===== config.mk =====
export PLATFORM = sky130hd
export DESIGN_NAME = mips_ctrl_alu_unit
export DESIGN_NICKNAME = d
export VERILOG_FILES = /design/src/rtl/mips_ctrl_alu_unit.sv
export SDC_FILE = /design/constraint.sdc
export NUM_CORES = 1
export LEC_CHECK = 0
export CAP_MARGIN = 15
export CELL_PAD_IN_SITES_DETAIL_PLACEMENT = 0
export CELL_PAD_IN_SITES_GLOBAL_PLACEMENT = 1
export CORE_ASPECT_RATIO = 1.75
export CORE_MARGIN = 3
export CORE_UTILIZATION = 39
export DETAILED_ROUTE_END_ITERATION = 12
export PLACE_DENSITY = 0.86
export REMOVE_ABC_BUFFERS = 1
export SLEW_MARGIN = 0
export SYNTH_ARGS = -nofsm -noshare
export SYNTH_HDL_FRONTEND = slang
export SYNTH_SLANG_ARGS = --single-unit
export TNS_END_PERCENT = 100

===== constraint.sdc =====
create_clock -name clk -period 1.1 [get_ports clk]
set_clock_uncertainty 0.2 [all_clocks]
set_input_delay 0.33 -clock clk [delete_from_list [all_inputs] [get_ports clk]]
set_output_delay 0.33 -clock clk [all_outputs]
set_load 0.005 [all_outputs]

===== src/rtl/mips_ctrl_alu_unit.sv =====
// rtl/mips_ctrl_alu_unit.sv - ID/EX main decoder, ALU control and 32-bit ALU with one registered output stage
// Optional immediate ALU ops (addi/andi/ori) are enabled with macro IMM_ALU_OPS_EN.
module mips_ctrl_alu_unit #(
   parameter int DATA_W = 32
) (
   input  logic              clk,
   input  logic              reset,
   input  logic              in_valid,
   input  logic [31:0]       inst,
   input  logic [DATA_W-1:0] rs_data,
   input  logic [DATA_W-1:0] rt_data,
   output logic              out_valid,
   output logic              reg_dst,
   output logic              alu_src,
   output logic              mem_to_reg,
   output logic              reg_write,
   output logic              mem_read,
   output logic              mem_write,
   output logic              branch,
   output logic              jump,
   output logic [1:0]        alu_op,
   output logic [3:0]        alu_ctr,
   output logic [DATA_W-1:0] alu_res,
   output logic              zero,
   output logic [4:0]        write_reg,
   output logic [DATA_W-1:0] store_data
);

   logic [5:0]        w_opcode;
   logic [5:0]        w_funct;
   logic              w_reg_dst;
   logic              w_alu_src;
   logic              w_mem_to_reg;
   logic              w_reg_write;
   logic              w_mem_read;
   logic              w_mem_write;
   logic              w_branch;
   logic              w_jump;
   logic [1:0]        w_alu_op;
   logic [3:0]        w_imm_ctr;
   logic              w_zext;
   logic [3:0]        w_alu_ctr;
   logic [DATA_W-1:0] w_imm_ext;
   logic [DATA_W-1:0] w_opb;
   logic [DATA_W-1:0] w_res;
   logic              w_slt;
   logic [4:0]        w_write_reg;
   logic              w_unused;

   logic              r_out_valid;
   logic              r_reg_dst;
   logic              r_alu_src;
   logic              r_mem_to_reg;
   logic              r_reg_write;
   logic              r_mem_read;
   logic              r_mem_write;
   logic              r_branch;
   logic              r_jump;
   logic [1:0]        r_alu_op;
   logic [3:0]        r_alu_ctr;
   logic [DATA_W-1:0] r_alu_res;
   logic              r_zero;
   logic [4:0]        r_write_reg;
   logic [DATA_W-1:0] r_store_data;

   assign w_opcode = inst[31:26];
   assign w_funct  = inst[5:0];
   assign w_unused = &{inst[25:21], inst[10:6]};

   always_comb begin
      w_reg_dst    = 1'b0;
      w_alu_src    = 1'b0;
      w_mem_to_reg = 1'b0;
      w_reg_write  = 1'b0;
      w_mem_read   = 1'b0;
      w_mem_write  = 1'b0;
      w_branch     = 1'b0;
      w_jump       = 1'b0;
      w_alu_op     = 2'b00;
      w_imm_ctr    = 4'b0010;
      w_zext       = 1'b0;
      case (w_opcode)
         6'b000000: begin
            w_reg_dst   = 1'b1;
            w_reg_write = 1'b1;
            w_alu_op    = 2'b10;
         end
         6'b100011: begin
            w_alu_src    = 1'b1;
            w_mem_to_reg = 1'b1;
            w_reg_write  = 1'b1;
            w_mem_read   = 1'b1;
         end
         6'b101011: begin
            w_alu_src   = 1'b1;
            w_mem_write = 1'b1;
         end
         6'b000100: begin
            w_branch = 1'b1;
            w_alu_op = 2'b01;
         end
         6'b000010: w_jump = 1'b1;
`ifdef IMM_ALU_OPS_EN
         6'b001000: begin
            w_alu_src   = 1'b1;
            w_reg_write = 1'b1;
            w_alu_op    = 2'b11;
            w_imm_ctr   = 4'b0010;
         end
         6'b001100: begin
            w_alu_src   = 1'b1;
            w_reg_write = 1'b1;
            w_alu_op    = 2'b11;
            w_imm_ctr   = 4'b0000;
            w_zext      = 1'b1;
         end
         6'b001101: begin
            w_alu_src   = 1'b1;
            w_reg_write = 1'b1;
            w_alu_op    = 2'b11;
            w_imm_ctr   = 4'b0001;
            w_zext      = 1'b1;
         end
`endif
         default: ;
      endcase
   end

   always_comb begin
      w_alu_ctr = 4'b0010;
      case (w_alu_op)
         2'b00: w_alu_ctr = 4'b0010;
         2'b01: w_alu_ctr = 4'b0110;
         2'b10: begin
            case (w_funct)
               6'b100000: w_alu_ctr = 4'b0010;
               6'b100010: w_alu_ctr = 4'b0110;
               6'b100100: w_alu_ctr = 4'b0000;
               6'b100101: w_alu_ctr = 4'b0001;
               6'b101010: w_alu_ctr = 4'b0111;
               6'b100111: w_alu_ctr = 4'b1100;
               default:   w_alu_ctr = 4'b1111;
            endcase
         end
         default: w_alu_ctr = w_imm_ctr;
      endcase
   end

   // Logical immediates are zero-extended; everything else sign-extends.
   assign w_imm_ext = w_zext ? {{(DATA_W-16){1'b0}}, inst[15:0]}
                             : {{(DATA_W-16){inst[15]}}, inst[15:0]};
   assign w_opb     = w_alu_src ? w_imm_ext : rt_data;
   assign w_slt     = $signed(rs_data) < $signed(w_opb);

   always_comb begin
      w_res = '0;
      case (w_alu_ctr)
         4'b0000: w_res = rs_data & w_opb;
         4'b0001: w_res = rs_data | w_opb;
         4'b0010: w_res = rs_data + w_opb;
         4'b0110: w_res = rs_data - w_opb;
         4'b0111: w_res = {{(DATA_W-1){1'b0}}, w_slt};
         4'b1100: w_res = ~(rs_data | w_opb);
         default: w_res = '0;
      endcase
   end

   assign w_write_reg = w_reg_dst ? inst[15:11] : inst[20:16];

   // Bubbles clear control only; datapath outputs keep their last valid values.
   always_ff @(posedge clk or negedge reset) begin
      if (!reset) begin
         r_out_valid  <= 1'b0;
         r_reg_dst    <= 1'b0;
         r_alu_src    <= 1'b0;
         r_mem_to_reg <= 1'b0;
         r_reg_write  <= 1'b0;
         r_mem_read   <= 1'b0;
         r_mem_write  <= 1'b0;
         r_branch     <= 1'b0;
         r_jump       <= 1'b0;
         r_alu_op     <= 2'b00;
         r_alu_ctr    <= 4'b0000;
         r_alu_res    <= '0;
         r_zero       <= 1'b0;
         r_write_reg  <= 5'd0;
         r_store_data <= '0;
      end else if (in_valid) begin
         r_out_valid  <= 1'b1;
         r_reg_dst    <= w_reg_dst;
         r_alu_src    <= w_alu_src;
         r_mem_to_reg <= w_mem_to_reg;
         r_reg_write  <= w_reg_write;
         r_mem_read   <= w_mem_read;
         r_mem_write  <= w_mem_write;
         r_branch     <= w_branch;
         r_jump       <= w_jump;
         r_alu_op     <= w_alu_op;
         r_alu_ctr    <= w_alu_ctr;
         r_alu_res    <= w_res;
         r_zero       <= (w_res == '0);
         r_write_reg  <= w_write_reg;
         r_store_data <= rt_data;
      end else begin
         r_out_valid  <= 1'b0;
         r_reg_dst    <= 1'b0;
         r_alu_src    <= 1'b0;
         r_mem_to_reg <= 1'b0;
         r_reg_write  <= 1'b0;
         r_mem_read   <= 1'b0;
         r_mem_write  <= 1'b0;
         r_branch     <= 1'b0;
         r_jump       <= 1'b0;
         r_alu_op     <= 2'b00;
         r_alu_ctr    <= 4'b0000;
      end
   end

   assign out_valid  = r_out_valid;
   assign reg_dst    = r_reg_dst;
   assign alu_src    = r_alu_src;
   assign mem_to_reg = r_mem_to_reg;
   assign reg_write  = r_reg_write;
   assign mem_read   = r_mem_read;
   assign mem_write  = r_mem_write;
   assign branch     = r_branch;
   assign jump       = r_jump;
   assign alu_op     = r_alu_op;
   assign alu_ctr    = r_alu_ctr;
   assign alu_res    = r_alu_res;
   assign zero       = r_zero;
   assign write_reg  = r_write_reg;
   assign store_data = r_store_data;

endmodule


# After elaboration in Yosys (flattened, before gate mapping)
# Index checks and enable logic that the tools add are counted.
classes:
  div_mod_pow: 0
  eq_ne: 17
  n_bitwise: 3
  multipliers: 0
  n_reduce_logical: 5
  magnitude_cmp: 1
  mux: 23
  add_sub_neg: 2
  n_shift: 0
op_table:
  columns: ["operator", "n"]
  rows:
  - ["$pmux W32 S6", 1]
  - ["$eq A6 B6 Y1 const B", 8]
  - ["$add A32 B32 Y32", 1]
  - ["$and A32 B32 Y32", 1]
  - ["$logic_not A32 Y1", 1]
  - ["$lt A32 B32 Y1", 1]
  - ["$mux W32", 1]
  - ["$not A32 Y32", 1]
  - ["$or A32 B32 Y32", 1]
  - ["$sub A32 B32 Y32", 1]
  - ["$pmux W4 S6", 1]
  - ["$mux W1", 15]
  - ["$eq A4 B3 Y1 const B", 2]
  - ["$pmux W4 S2", 1]
  - ["$eq A6 B2 Y1 const B", 1]
  - ["$eq A6 B3 Y1 const B", 1]
  - ["$logic_not A6 Y1", 1]
  - ["$mux W5", 1]
  - ["$eq A4 B1 Y1 const B", 1]
  - ["$eq A4 B2 Y1 const B", 1]
  - ["$eq A4 B4 Y1 const B", 1]
  - ["$logic_not A4 Y1", 1]
  - ["$mux W4", 1]
  - ["$pmux W2 S2", 1]
  - ["other kinds (4)", 5]
word_totals:
  mem_bits_ro: 0
  inputBits: 99
  mem_bits_rw: 0
  latchBits: 0
  register_bits: 84
  memories: 0

# Depth between registers and ports, before layout
logic_depth:
  ltp_word: 8
  ltp_mapped: 20
  mapped_depth_nobuf: 18

# Least setup slack after synthesis
# No wires, ideal clock.
synth_timing:
  kind: "input to register"
  from: "input port inst[26]"
  to: "register r_zero, in the netlist zero"
  stages: 16
  slack_ns: -4.002
  path_buffers: 1
  t_arrival_ns: 4.799
  required_time_ns: 0.797
  cell_sequence: "or4_1 > nor3_1 > inv_1 > ha_1 > buf_2 > o41ai_4 > mux2_2 > a221oi_1 > nand4_1 > nor4_1 > nand4_1 > nor4_1 > nand4_1 > nor4_2 > nand4_1 > o41ai_2"
synth_between:
  elab_chain_cells: 8
  elab_cells_between_ends: 25
  classes_between: "2 x add/sub; 1 x order compare; 10 x eq/ne; 5 x mux; 3 x bitwise; 4 x reduce/logical"
synth_rtl:
  columns: ["item", "line", "text"]
  rows:
  - ["start: declaration", "9", "input logic [31:0] inst,"]
  - ["branches (longest 6 deep; another with $sub A32 B32 Y32)", null, null]
  - ["$pmux W32 S6 (*)", "157", "case (w_alu_ctr)"]
  - ["$logic_not A32 Y1 (*)", "201", "r_zero <= (w_res == '0);"]
  - ["end signal: assignment", "201", null]
  - ["end: declaration", "62", "logic r_zero;"]
# Every way passes the cells marked *.
# A chain may end at the register's enable or synchronous reset.

# Worst setup path in the final report
layout_timing:
  from: "input port inst[28]"
  to: "register r_zero, in the netlist zero"
# Same word-level chain as after synthesis.

==> results.yml <==
status:
  outcome: "finished with violations"
  violations_in_the_final_reports: "setup timing"
cts:
  cts_num_sinks: 83
  clk_root_buffer_cell: "sky130_fd_sc_hd__clkbuf_16"
  clk_latency_ns: 0.41
  clock_path_buffers: 2
  tritoncts: "done"
  clock_tree.htree_level_count: 3
  clk_transition_reported_paths_ns: 0.07
  cts_buffers: 9
routing:
  antenna_violating_nets_post_route: 0
  vias: 12363
  routedWlPerCell_microns: 24.0
  drt_iter0_drc: 1116
  routed_via_density: 6.06
  firstDrtPassIters: 6
  detail_route.drc_violations: 0
  detail_route.wirelength_microns: 48900
setup_path:
  crit_path_max_fanout: 3
  worst-endpoint-arrival_ns: 4.72
  crit_path_required_time_ns: 1.20
  worst_setup_path_end_kind: "flop"
  crit_path_top_delay_cell: "sky130_fd_sc_hd__a2111oi_4"
  critical-path-max-stage-delay_ns: 0.45
  worstSetupPathType: "in -> reg"
  worst_setup_path_start_kind: "input port"
  worstPathCellList: "buf_8, nor2b_4, nand4b_1, buf_6, buf_6, mux2_2, inv_1, ha_1, o21bai_1, nand2_2, a2111oi_4, o211ai_1, o211ai_1, and4_1, o32ai_2, xnor2_1, a221o_1, nor4_2, nand4_1, o41ai_2"
finish:
  multi_input_gate_area_sq_mm: 0.00771
  fraction_of_final_layout_cells_with_drive_strength_greater_than_1: 0.533
  finalNetCount: 1949
  fill_cells: 1490
  final_util: 0.742
  fin_cells: 2041
  area_delta_synth_final_pct: 85.4
  layout.area.seq_sq_mm: 0.00208
timing:
  worst-slew-pin-transition_ns: 0.644
  final_min_period_ns: 4.63
  maxSlewViolCount: 0
  timing.slew.headroom: 0.571
  accumulated_negative_setup_slack_ns: -130.15
  postLayoutSetupSlackWorst_ns: -3.53
  timing_hold_violations_final: 0
  clock.fmax_mhz: 216
  finalCritPeriodShare: 4.21
  hold_ws_ns: 0.0175
  grt_setup_unrepaired: "yes"
  setup_viol: 136
placed_design:
  number_of_port_buffers: 178
  globalplace.congestion: 1.10
  numPlacedInstances: 1917
  hpwlAfterDp_microns: 31100
floorplanning:
  ios: 184
  rows: 72
  die-height_microns: 206
  fp.coreArea_sq_mm: 0.0223
  initial_core_util: 0.400
  die_width_microns: 120
  die_area_sq_mm: 0.0247
power_and_ir_drop:
  totalPowerFinal_w: 0.0161
  worst_ir_drop_vdd_uv: 762
  pwr_density_cell_mw_per_mm2: 975
  power_leakage_nw: 7.94
synth:
  netlist_instances: 1097
  post_synth_num_cell_types: 80
  syn_area_sq_mm: 0.00890
  async_flop_share: 1.00
  synth-edff-count: 0
  post_synth.cell_area_avg_sq_um: 8.11
  synth-seq-area-share: 0.233
  dominant_register_cell_in_the_synthesized_netlist: "sky130_fd_sc_hd__dfrtp_1"
  synth_warnings: 0
  number_of_synthesized_register_bits: 83
global_route:
  globalRouteTotalUtil: 0.342
  first_global_vias: 12232
  largest_net_degree_at_the_start_of_global_routing: 34
  globalRoute.totalOverflow: 0
  grt_first_pass_wirelength_microns: 64600
  number_of_antenna_violations_at_the_first_check_in_global_routing: 1
min_path:
  min-delay-path-class: "in -> reg"
run:
  max-cap-violations: 0
==> per-stage QoR <==
stage	area [sq um]	worst slack (ns)
3_3_place_gp	13900	-4.26
4_1_cts	15500	-3.36
2_1_floorplan	8620	-4.87
5_1_grt	16500	-3.68
6_report	16500	-3.53
3_5_place_dp	13900	-4.33
==> cells by family (layout without fill, tap and decap cells) <==
group | Yosys count | after routing | synth area share
adders and majority gates | 111 | 111 | 0.158
and+or+nand+nor | 299 | 299 | 0.166
buffers and inverters | 164 | 811 | 0.0728
DFF | 83 | 83 | 0.233
muxes | 70 | 70 | 0.0869
xor gates and xnor gates | 28 | 28 | 0.0276
other | 0 | 1 | 0
AOI/OAI and AO/OA | 342 | 342 | 0.256
==> synth_stat cells, drive strengths merged (3+ instances only) <==
cell type | count | share of area
nor3b | 4 | 0.0034
a221o | 9 | 0.010
mux2 | 58 | 0.073
inv | 97 | 0.041
nor3 | 25 | 0.015
a211o | 5 | 0.0049
nand2 | 55 | 0.023
nand3 | 21 | 0.012
o21a | 6 | 0.0051
a31o | 3 | 0.0030
or3b | 3 | 0.0030
nand4 | 14 | 0.0098
or2 | 4 | 0.0028
and3 | 5 | 0.0035
xnor2 | 21 | 0.021
a2111oi | 6 | 0.0059
a31oi | 13 | 0.0091
o211ai | 9 | 0.0076
a21o | 36 | 0.030
xor2 | 7 | 0.0069
ha | 109 | 0.15
o21ai | 60 | 0.034
or4 | 9 | 0.0080
nor4 | 10 | 0.0077
mux2i | 12 | 0.013
o22ai | 3 | 0.0021
a311oi | 3 | 0.0030
a2bb2oi | 3 | 0.0030
a211oi | 11 | 0.0098
nor2 | 108 | 0.046
nand2b | 8 | 0.0073
a221oi | 20 | 0.020
buf | 19 | 0.012
o31ai | 9 | 0.0082
o2111ai | 3 | 0.0030
a21boi | 6 | 0.0051
and2 | 7 | 0.0049
dfrtp | 83 | 0.23
a21oi | 113 | 0.064
o21bai | 5 | 0.0042
clkbuf | 47 | 0.020
or3 | 8 | 0.0056
nor2b | 13 | 0.0091
==> path summary, 6_finish.rpt <==
| check | start | to | slack (ns) | cells after the start |
|---|---|---|---|---|
| max in group asynchronous | reset | store_data[5] | 0.14 | 3 |
| max | inst[28] | zero | -3.53 | 20 |
| max reg2reg | zero | zero | -0.18 | 5 |
| min reg2reg | store_data[29] | store_data[29] | 0.30 | 1 |
| min in group asynchronous | reset | store_data[23] | 0.14 | 2 |
| min | inst[29] | mem_read | 0.02 | 3 |
==> final cells by class <==
class	instances	area share
Tap cell	296	0.0224
Sequential cell	83	0.126
Multi-Input combinational cell	850	0.467
Clock buffer	9	0.0136
Antenna cell	1	0.000152
Clock inverter	7	0.00500
Inverter	98	0.0240
Timing Repair Buffer	697	0.342
==> placed cells by master, fill, tap and decap left out, types with 17 or more instances in the layout <==
cell type and count:
sky130_fd_sc_hd__buf_4 448, sky130_fd_sc_hd__nor2_1 93, sky130_fd_sc_hd__ha_1 87, sky130_fd_sc_hd__buf_2 87
sky130_fd_sc_hd__dfrtp_1 83, sky130_fd_sc_hd__clkdlybuf4s50_1 81, sky130_fd_sc_hd__inv_1 78, sky130_fd_sc_hd__a21oi_1 68
sky130_fd_sc_hd__buf_6 58, sky130_fd_sc_hd__nand2_1 48, sky130_fd_sc_hd__mux2_2 41, sky130_fd_sc_hd__a21oi_2 41
sky130_fd_sc_hd__o21ai_0 36, sky130_fd_sc_hd__a21o_1 34, sky130_fd_sc_hd__mux2_4 17, sky130_fd_sc_hd__ha_4 17
==> power breakdown <==
part           total, W  switching [W]  internal [W]
clock           0.00341        0.00161       0.00180
sequential      0.00366       0.000202       0.00345
combinational   0.00901        0.00436       0.00465
==> critical path: cells and delay by family <==
kind            cells  cell delay [ns]
compound gates      7             1.94
simple gates        6             1.19
buf+inv             4             0.57
fa+ha+maj           1             0.29
mux                 1             0.28
xor+xnor            1             0.13
==> timing repair <==
action,in CTS,in global routing
pin swaps,120,131
setup endpoints to repair,150,137
hold buffers,2,0
buffers inserted,70,64
cloned,0,2
hold endpoints to repair,84,0
gates resized for setup,640,153
==> metal layers <==
metal | wire length [microns] | vias up | GRT usage
met2 | 24600 | 889 | 0.627
met1 | 14900 | 5833 | 0.323
met3 | 3850 | 426 | 0.0578
met5 | 0 | - | 0
li1 | - | 5215 | -
met4 | 5600 | 0 | 0.298
No activity file was read; power rests on OpenSTA's default activity.
